$ cat config.mk
export PLATFORM = sky130hd
export DESIGN_NAME = frame_buffer_writer
export DESIGN_NICKNAME = d
export VERILOG_FILES = /design/src/rtl/frame_buffer_writer_pkg.sv /design/src/rtl/frame_buffer_writer_pixel_addr_counter.sv /design/src/rtl/frame_buffer_writer.sv
export SDC_FILE = /design/constraint.sdc
export NUM_CORES = 1
export LEC_CHECK = 0
export BUFFER_PORTS_ARGS = -buffer_cell sky130_fd_sc_hd__buf_4
export CAP_MARGIN = 25
export CORE_MARGIN = 4
export CORE_UTILIZATION = 55
export CTS_CLUSTER_DIAMETER = 80
export DETAILED_ROUTE_END_ITERATION = 12
export PLACE_DENSITY = 0.78
export REMOVE_ABC_BUFFERS = 1
export SETUP_SLACK_MARGIN = 0.05
export SLEW_MARGIN = 20
export SYNTH_ARGS = -nofsm -noshare
export SYNTH_HDL_FRONTEND = slang
export SYNTH_SLANG_ARGS = --single-unit
$ cat constraint.sdc
create_clock -name clk -period 4.5 [get_ports clk]
set_clock_uncertainty 0.2 [all_clocks]
set_input_delay 0.45 -clock clk [delete_from_list [all_inputs] [get_ports clk]]
set_output_delay 0.45 -clock clk [all_outputs]
set_load 0.005 [all_outputs]
$ cat src/rtl/frame_buffer_writer_pkg.sv
// Shared video constants: default raster geometry and the frame writer
// state encoding, also used by the display read path.
package frame_buffer_writer_pkg;

  localparam int H_RES_DEFAULT  = 640;
  localparam int V_RES_DEFAULT  = 480;
  localparam int ADDR_W_DEFAULT = 19;

  typedef enum logic [1:0] {
    ST_IDLE  = 2'd0,
    ST_WRITE = 2'd1,
    ST_DONE  = 2'd2
  } fbw_state_t;

  // Width of a counter spanning 0..n-1, never narrower than one bit.
  function automatic int cnt_width(input int n);
    return (n > 1) ? $clog2(n) : 1;
  endfunction

endpackage

$ cat src/rtl/frame_buffer_writer_pixel_addr_counter.sv
// Raster position counter: tracks column x, line y and the linear byte
// address y*H_RES+x by plain incrementing, so no multiplier is needed.
module pixel_addr_counter
  import frame_buffer_writer_pkg::*;
#(
  parameter int H_RES  = H_RES_DEFAULT,
  parameter int V_RES  = V_RES_DEFAULT,
  parameter int ADDR_W = ADDR_W_DEFAULT,
  parameter int X_W    = cnt_width(H_RES),
  parameter int Y_W    = cnt_width(V_RES)
) (
  input  logic              clk,
  input  logic              reset,
  input  logic              clear,
  input  logic              advance,
  output logic [X_W-1:0]    x,
  output logic [Y_W-1:0]    y,
  output logic [ADDR_W-1:0] addr,
  output logic              last
);

  localparam logic [X_W-1:0] X_MAX = X_W'(H_RES - 1);
  localparam logic [Y_W-1:0] Y_MAX = Y_W'(V_RES - 1);

  logic [X_W-1:0]    x_reg, x_next;
  logic [Y_W-1:0]    y_reg, y_next;
  logic [ADDR_W-1:0] addr_reg, addr_next;

  // Next position: clear wins, otherwise step one pixel with line wrap.
  always_comb begin
    x_next    = x_reg;
    y_next    = y_reg;
    addr_next = addr_reg;
    if (clear) begin
      x_next    = '0;
      y_next    = '0;
      addr_next = '0;
    end else if (advance) begin
      addr_next = addr_reg + ADDR_W'(1);
      if (x_reg == X_MAX) begin
        x_next = '0;
        y_next = (y_reg == Y_MAX) ? '0 : y_reg + Y_W'(1);
      end else begin
        x_next = x_reg + X_W'(1);
      end
    end
  end

  // Position registers.
  always_ff @(posedge clk) begin
    if (reset) begin
      x_reg    <= '0;
      y_reg    <= '0;
      addr_reg <= '0;
    end else begin
      x_reg    <= x_next;
      y_reg    <= y_next;
      addr_reg <= addr_next;
    end
  end

  assign x    = x_reg;
  assign y    = y_reg;
  assign addr = addr_reg;
  assign last = (x_reg == X_MAX) && (y_reg == Y_MAX);

endmodule

$ cat src/rtl/frame_buffer_writer.sv
// Captures one frame of grayscale pixels into frame memory on request,
// yielding to the display reader whenever it holds the memory.
module frame_buffer_writer
  import frame_buffer_writer_pkg::*;
#(
  parameter int H_RES  = H_RES_DEFAULT,
  parameter int V_RES  = V_RES_DEFAULT,
  parameter int ADDR_W = ADDR_W_DEFAULT
) (
  input  logic              clk,
  input  logic              reset,
  input  logic              start,
  input  logic              pix_valid,
  input  logic [7:0]        pix_data,
  input  logic              pix_eol,
  input  logic              mem_busy,
  output logic              pix_ready,
  output logic [ADDR_W-1:0] mem_addr,
  output logic [7:0]        mem_data,
  output logic              mem_we,
  output logic              busy,
  output logic              frame_done,
  output logic              line_err
);

  localparam int X_W = cnt_width(H_RES);
  localparam int Y_W = cnt_width(V_RES);
  localparam logic [X_W-1:0] X_MAX = X_W'(H_RES - 1);

  fbw_state_t state_reg, state_next;

  logic              accept;
  logic              cnt_clear;
  logic [X_W-1:0]    cnt_x;
  logic [Y_W-1:0]    cnt_y_unused;
  logic [ADDR_W-1:0] cnt_addr;
  logic              cnt_last;
  logic              eol_mismatch;

  logic [ADDR_W-1:0] mem_addr_reg;
  logic [7:0]        mem_data_reg;
  logic              mem_we_reg;
  logic              line_err_reg;

  // Counters sit at zero throughout IDLE so a capture always begins at 0,0.
  pixel_addr_counter #(
    .H_RES  (H_RES),
    .V_RES  (V_RES),
    .ADDR_W (ADDR_W),
    .X_W    (X_W),
    .Y_W    (Y_W)
  ) u_counter (
    .clk     (clk),
    .reset   (reset),
    .clear   (cnt_clear),
    .advance (accept),
    .x       (cnt_x),
    .y       (cnt_y_unused),
    .addr    (cnt_addr),
    .last    (cnt_last)
  );

  // State register.
  always_ff @(posedge clk) begin
    if (reset) begin
      state_reg <= ST_IDLE;
    end else begin
      state_reg <= state_next;
    end
  end

  // Next-state logic; start is only honoured from IDLE.
  always_comb begin
    state_next = state_reg;
    case (state_reg)
      ST_IDLE:  if (start) state_next = ST_WRITE;
      ST_WRITE: if (accept && cnt_last) state_next = ST_DONE;
      ST_DONE:  state_next = ST_IDLE;
      default:  state_next = ST_IDLE;
    endcase
  end

  // Decoded outputs and handshake from the current state.
  always_comb begin
    pix_ready  = (state_reg == ST_WRITE) && !mem_busy;
    busy       = (state_reg != ST_IDLE);
    frame_done = (state_reg == ST_DONE);
    cnt_clear  = (state_reg == ST_IDLE);
    accept     = pix_valid && pix_ready;
  end

  // End-of-line marker must agree with the column the counter is on.
  assign eol_mismatch = pix_eol != (cnt_x == X_MAX);

  // Memory write port: one strobe the cycle after each accepted pixel.
  always_ff @(posedge clk) begin
    if (reset) begin
      mem_addr_reg <= '0;
      mem_data_reg <= '0;
      mem_we_reg   <= 1'b0;
    end else begin
      mem_we_reg <= accept;
      if (accept) begin
        mem_addr_reg <= cnt_addr;
        mem_data_reg <= pix_data;
      end
    end
  end

  // Sticky line-length error, cleared when a new capture starts.
  always_ff @(posedge clk) begin
    if (reset) begin
      line_err_reg <= 1'b0;
    end else if (state_reg == ST_IDLE && start) begin
      line_err_reg <= 1'b0;
    end else if (accept && eol_mismatch) begin
      line_err_reg <= 1'b1;
    end
  end

  assign mem_addr = mem_addr_reg;
  assign mem_data = mem_data_reg;
  assign mem_we   = mem_we_reg;
  assign line_err = line_err_reg;

endmodule

==> results of run 1 <==
-- worst min-delay path, stage by stage --
cell and delay, ns:
buf_4 0.10, nand2_1 0.04, a21oi_1 0.05
-- synth_stat cells --
| cell type | count | share of area |
|---|---|---|
| nand2_1 | 70 | 0.092 |
| dfxtp_1 | 69 | 0.48 |
| a21oi_1 | 48 | 0.084 |
| nor2_1 | 24 | 0.031 |
| clkbuf_1 | 17 | 0.022 |
| nand3_1 | 13 | 0.023 |
| xnor2_1 | 13 | 0.040 |
| or4_1 | 12 | 0.031 |
| o31ai_1 | 10 | 0.026 |
| nand4_1 | 8 | 0.017 |
| o21ai_0 | 8 | 0.014 |
| inv_1 | 7 | 0.0092 |
| nor4_1 | 6 | 0.013 |
| or3_1 | 6 | 0.013 |
| xor2_1 | 6 | 0.018 |
| nor3_1 | 5 | 0.0087 |
| and4_1 | 3 | 0.0092 |
| ha_1 | 3 | 0.013 |
| and3_1 | 2 | 0.0044 |
| a21oi_2 | 1 | 0.0031 |
| and2_1 | 1 | 0.0022 |
| and2b_1 | 1 | 0.0026 |
| and4bb_2 | 1 | 0.0044 |
| buf_1 | 1 | 0.0013 |
| buf_2 | 1 | 0.0017 |
| nand3b_1 | 1 | 0.0026 |
| nand4bb_1 | 1 | 0.0039 |
| nand4bb_4 | 1 | 0.0096 |
| nor2b_1 | 1 | 0.0022 |
| o21ai_1 | 1 | 0.0017 |
| o22ai_1 | 1 | 0.0022 |
| or2_2 | 1 | 0.0022 |
| or2b_1 | 1 | 0.0026 |
| or4_4 | 1 | 0.0039 |
-- layer usage --
layer | share of wire | vias up
li1 | - | 1280
met1 | 0.44 | 1194
met2 | 0.49 | 53
met3 | 0.056 | 10
met4 | 0.015 | 0
met5 | 0 | -
-- area by class of cell --
class                      instances  share of cell area
clock inverter                     6              0.0322
clock buffer                      10              0.0369
multi-input combinational        250               0.399
sequential                        69               0.400
tap                               67              0.0243
timing repair buffer              46              0.0999
inverter                           7             0.00760
-- cells by family after synthesis --
group	count (synthesis)	share of synthesized area
AND/OR/NAND/NOR	159	0.280
adder cells (fa/ha/maj)	3	0.0131
AO/OA/AOI/OAI	69	0.131
flip-flops	69	0.483
XOR/XNOR	19	0.0582
buffers and inverters	26	0.0346
-- through the flow --
stage	setup WS (ns)	instance area, um2	std cells
after floorplan	1.92	2790	326
after global placement	1.53	3220	439
after detailed placement	1.50	3220	439
after CTS	1.70	3460	455
after global routing	1.50	3460	455
final	1.71	3460	455
-- power by group through the flow --
stage	Sequential (W)	Clock, W	Combinational (W)
after floorplan	0.000630	0	0.0000168
after global placement	0.000630	0	0.0000421
final	0.000616	0.000607	0.0000419
after CTS	0.000616	0.000606	0.0000425
after detailed placement	0.000630	0	0.0000424
after global routing	0.000616	0.000632	0.0000467
-- final timing paths --
path	from	to	slack, ns
max reg2reg	state_reg[0]	u_counter.y[5]	1.71
min reg2reg	mem_addr[10]	mem_addr[10]	0.25
max	state_reg[0]	u_counter.y[5]	1.71
min	pix_data[5]	mem_data[5]	0.14
==> flow_metrics.tcl, run 1 <==
set metrics [dict create \
    portBuffers 45 \
    cpMostUsedCell "or4_1" \
    fin_crit_ns 2.79 \
    yosysWarnings 0 \
    ys_types 34 \
    netlist_instances 345 \
    grt_pass1_vias 2408 \
    grt_pass1_wl_um 10500 \
    routed_wl_um 6130 \
    hold_slack_ns 0.139 \
    top_usage_layer "met2" \
    num_vias 2537 \
    cts_num_sinks 69 \
    syn-cell-area_mm2 0.00286 \
    grt_util_met2 0.351 \
    p_switching_w 0.000266 \
    area_delta_synth_final_pct 20.8 \
    tightestPinTransition_ns 0.608 \
    crit_path_top_delay_cell "or4_1" \
    num_rows 25 \
    htree_levels 3 \
    ctsHoldBuffers 0 \
    p_int_w 0.000998 \
    design_power_total_w 0.00126 \
    drt_iter0_drc 204 \
    grt_max_degree 43 \
    die_area_mm2 0.00642 \
    worst-path-stages 4 \
    report.final.setup_viol 0 \
    num_antenna_cells 0 \
    clk_pin_slew_worst_paths_ns 0.08 \
    root_buffer "clkbuf_8" \
    ir_worst_vdd_uv 194 \
    synth.avg_cell_area_um2 8.29 \
    final_nets 400 \
    hold_path_depth 3 \
    relSlewSlack 0.594 \
    io_pins 46 \
    ys_ff_latch 69 \
    dp_hpwl_um 3940 \
    crit_family "simple AND/OR/NAND/NOR gates" \
    worstRegToRegCells 4 \
    tns_ns 0 \
    worstPathArrival_ns 2.86 \
    fillers 416 \
    fp.dieH_um 80.1 \
    grtUsageMet3 0.0404 \
    setup.worst_path.start_class "register" \
    drv_cap 0 \
    post-route-drc-count 0 \
    p_sw_frac 0.210 \
    timing.final.crit_share 0.619 \
    crit_path_max_fanout 42 \
    core_mm2 0.00488 \
    p_leak_nw 1.15 \
    start_util 0.586 \
    antenna_found_initial 0 \
    critPathMaxStageDelay_ns 0.86 \
    cp_cell_sequence "nand4bb_4, or4_1, or4_1, a21oi_1" \
    grt_overflow_total 0 \
    end_kind "register" \
    ys_seq_area_frac 0.483 \
    rsz0062_at_grt "false" \
    path_class "reg -> reg" \
    p_clk_frac 0.480 \
    pwr-share-comb 0.033 \
    hp-class "in -> reg" \
    gp_congestion 0.822 \
    cts_tree "yes" \
    postCtsResizedCells 0 \
    post-cts-setup-buffers 0 \
    power_frac_seq 0.487 \
    multi_input_area_mm2 0.00138 \
    layout-drive-gt1-share 0.170 \
    routedWlPerCell_um 13.5 \
    status "finished, final reports clean" \
    finalHoldViolations 0 \
    cts_made_buffers 9 \
    fin_util 0.708 \
    path_buf_inv 0 \
    power_density_mw_per_mm2 366 \
    via_per_inst 5.58 \
    regArea_mm2 0.00138 \
    clock_latency_ns 0.35 \
    cp.required_ns 4.57 \
    die_w_um 80.1 \
    grt_usage 0.205 \
    final_common_cell "nand2_1" \
    grt_use_met1 0.250 \
    ant_nets 0 \
    dr.pass1.iters 4 \
    slew_violations 0 \
    ctsLongestPathBuffers 2 \
    final_cell_mix "nand2_1 (70), dfxtp_1 (69), a21oi_1 (48), buf_4 (46), nor2_1 (24)" \
    fmax_ghz 0.359 \
]
Note: power is estimated with default switching activity, not from simulation.
==> inputs of run 2 (changes only) <==
Clock period 4.5 ns to 2.74 ns, I/O delays scaled along.
==> run 2 against run 1 <==
  * Final area rose by 1.6%
  * Routed wire length rose by 0.20%
  * Utilization rose by 1.1 points
  * Flip-flop and latch count did not move
  * Die area did not move
  * Register-to-register slack got worse by 1.4 ns
  * Critical path type unchanged
  * Largest cell class unchanged
  * Largest power group unchanged
==> flow_metrics.tcl, run 2 (synthesis results as in run 1) <==
set metrics [dict create \
    status "finished, final reports clean" \
    via_per_inst 5.47 \
    final_nets 410 \
    portBuffers 45 \
    timing.final.crit_share 0.875 \
    grt_pass1_vias 2320 \
    num_vias 2540 \
    gp_congestion 0.771 \
    p_sw_frac 0.213 \
    die_w_um 80.1 \
    fin_area_mm2 0.00351 \
    ant_nets 0 \
    fillers 395 \
    core_mm2 0.00488 \
    drv_cap 0 \
    grtUsageMet3 0.0381 \
    dp_hpwl_um 3910 \
    dp_cells 441 \
    ctsLongestPathBuffers 2 \
    fin_ws_ns 0.343 \
    worstPathArrival_ns 2.47 \
    num_antenna_cells 0 \
    fin_crit_ns 2.40 \
    postCtsResizedCells 0 \
    die_area_mm2 0.00642 \
    clk_pin_slew_worst_paths_ns 0.07 \
    clock_latency_ns 0.34 \
    slew_violations 0 \
    start_util 0.586 \
    num_rows 25 \
    antenna_found_initial 0 \
    grt_usage 0.212 \
    drt_iter0_drc 149 \
    grt_overflow_total 0 \
    final_cell_count_no_fill 464 \
    cts_tree "yes" \
    relSlewSlack 0.611 \
    routed_wl_um 6140 \
    end_kind "register" \
    p_leak_nw 1.18 \
    grt_util_met2 0.346 \
    p_int_w 0.00151 \
    cts_num_sinks 69 \
    rsz0062_at_grt "false" \
    report.final.setup_viol 0 \
    cp.required_ns 2.81 \
    power_density_mw_per_mm2 545 \
    layout-drive-gt1-share 0.171 \
    dr.pass1.iters 4 \
    p_switching_w 0.000408 \
    fp.dieH_um 80.1 \
    area_delta_synth_final_pct 22.7 \
    pwr-share-comb 0.042 \
    top_usage_layer "met2" \
    path_class "reg -> reg" \
    routedWlPerCell_um 13.2 \
    io_pins 46 \
    grt_use_met1 0.268 \
    tns_ns 0 \
    final_cell_mix "nand2_1 (70), dfxtp_1 (69), a21oi_1 (48), buf_4 (48), nor2_1 (24)" \
    crit_path_max_fanout 11 \
    pre_cts_slack_ns 0.387 \
    hp-class "in -> reg" \
    hold_slack_ns 0.0188 \
    tightestPinTransition_ns 0.582 \
    grt_pass1_wl_um 10600 \
    grt_max_degree 41 \
    power_frac_seq 0.529 \
    fmax_ghz 0.417 \
    htree_levels 3 \
    post-route-drc-count 0 \
    ir_worst_vdd_uv 384 \
    setup.worst_path.start_class "register" \
    final_common_cell "nand2_1" \
    postPlaceCellArea_mm2 0.00323 \
    p_clk_frac 0.430 \
    finalHoldViolations 0 \
    root_buffer "clkbuf_8" \
    cts_made_buffers 9 \
]
[run 2: cell types whose count changed in the layout (fill, tap and decap cells not counted), sizes merged]
cell / change
bufinv: -2
dlygate4sd3: +8
clkbuf: +1
buf: +2
[run 2: final cells by class]
| cell class | count | area [um2] | area share |
|---|---|---|---|
| inverters | 7 | 26.3 | 0.00748 |
| multi-input cells | 250 | 1380 | 0.393 |
| clock inverters | 4 | 47.5 | 0.0135 |
| clock buffers | 11 | 151 | 0.0431 |
| repair buffers | 56 | 440 | 0.125 |
| well taps | 67 | 83.8 | 0.0239 |
| flip-flops and latches | 69 | 1380 | 0.393 |
[run 2: layer usage]
layer | wire [um] | up-vias
li1 | - | 1299
met1 | 2770 | 1183
met2 | 3000 | 49
met3 | 237 | 9
met4 | 131 | 0
met5 | 0 | -
[run 2: metrics by stage]
step,power (W),utilization
6_report,0.00191,0.719
5_1_grt,0.00200,0.719
4_1_cts,0.00194,0.719
3_5_place_dp,0.00110,0.662
3_3_place_gp,0.00110,0.662
2_1_floorplan,0.00106,-
[run 2: worst max-delay path, cell delays in order, from the launching register on]
cell,delay [ns]
dfxtp_1,0.39
ha_1,0.21
nand2_1,0.15
or4_1,0.71
or4_1,0.52
a21oi_1,0.14
[run 2: timing repair]
item                      CTS  global route
hold buffers                8             0
buffers inserted            0             0
hold endpoints to repair    8             0
[run 2: worst paths after layout]
| kind | cells after the start | start | slack [ns] | end |
|---|---|---|---|---|
| max | 5 | u_counter.x[0] | 0.34 | u_counter.y[5] |
| min | 4 | start | 0.02 | line_err |
| max reg2reg | 5 | u_counter.x[0] | 0.34 | u_counter.y[5] |
| min reg2reg | 2 | mem_addr[11] | 0.26 | mem_addr[11] |
[run 2: power by group through the flow]
stage | Clock [W] | Combinational (W) | Sequential, W
global route | 0.000897 | 0.0000889 | 0.00101
global placement | 0 | 0.0000695 | 0.00103
floorplan | 0 | 0.0000277 | 0.00103
CTS | 0.000848 | 0.0000795 | 0.00101
detailed placement | 0 | 0.0000702 | 0.00103
finish | 0.000822 | 0.0000796 | 0.00101
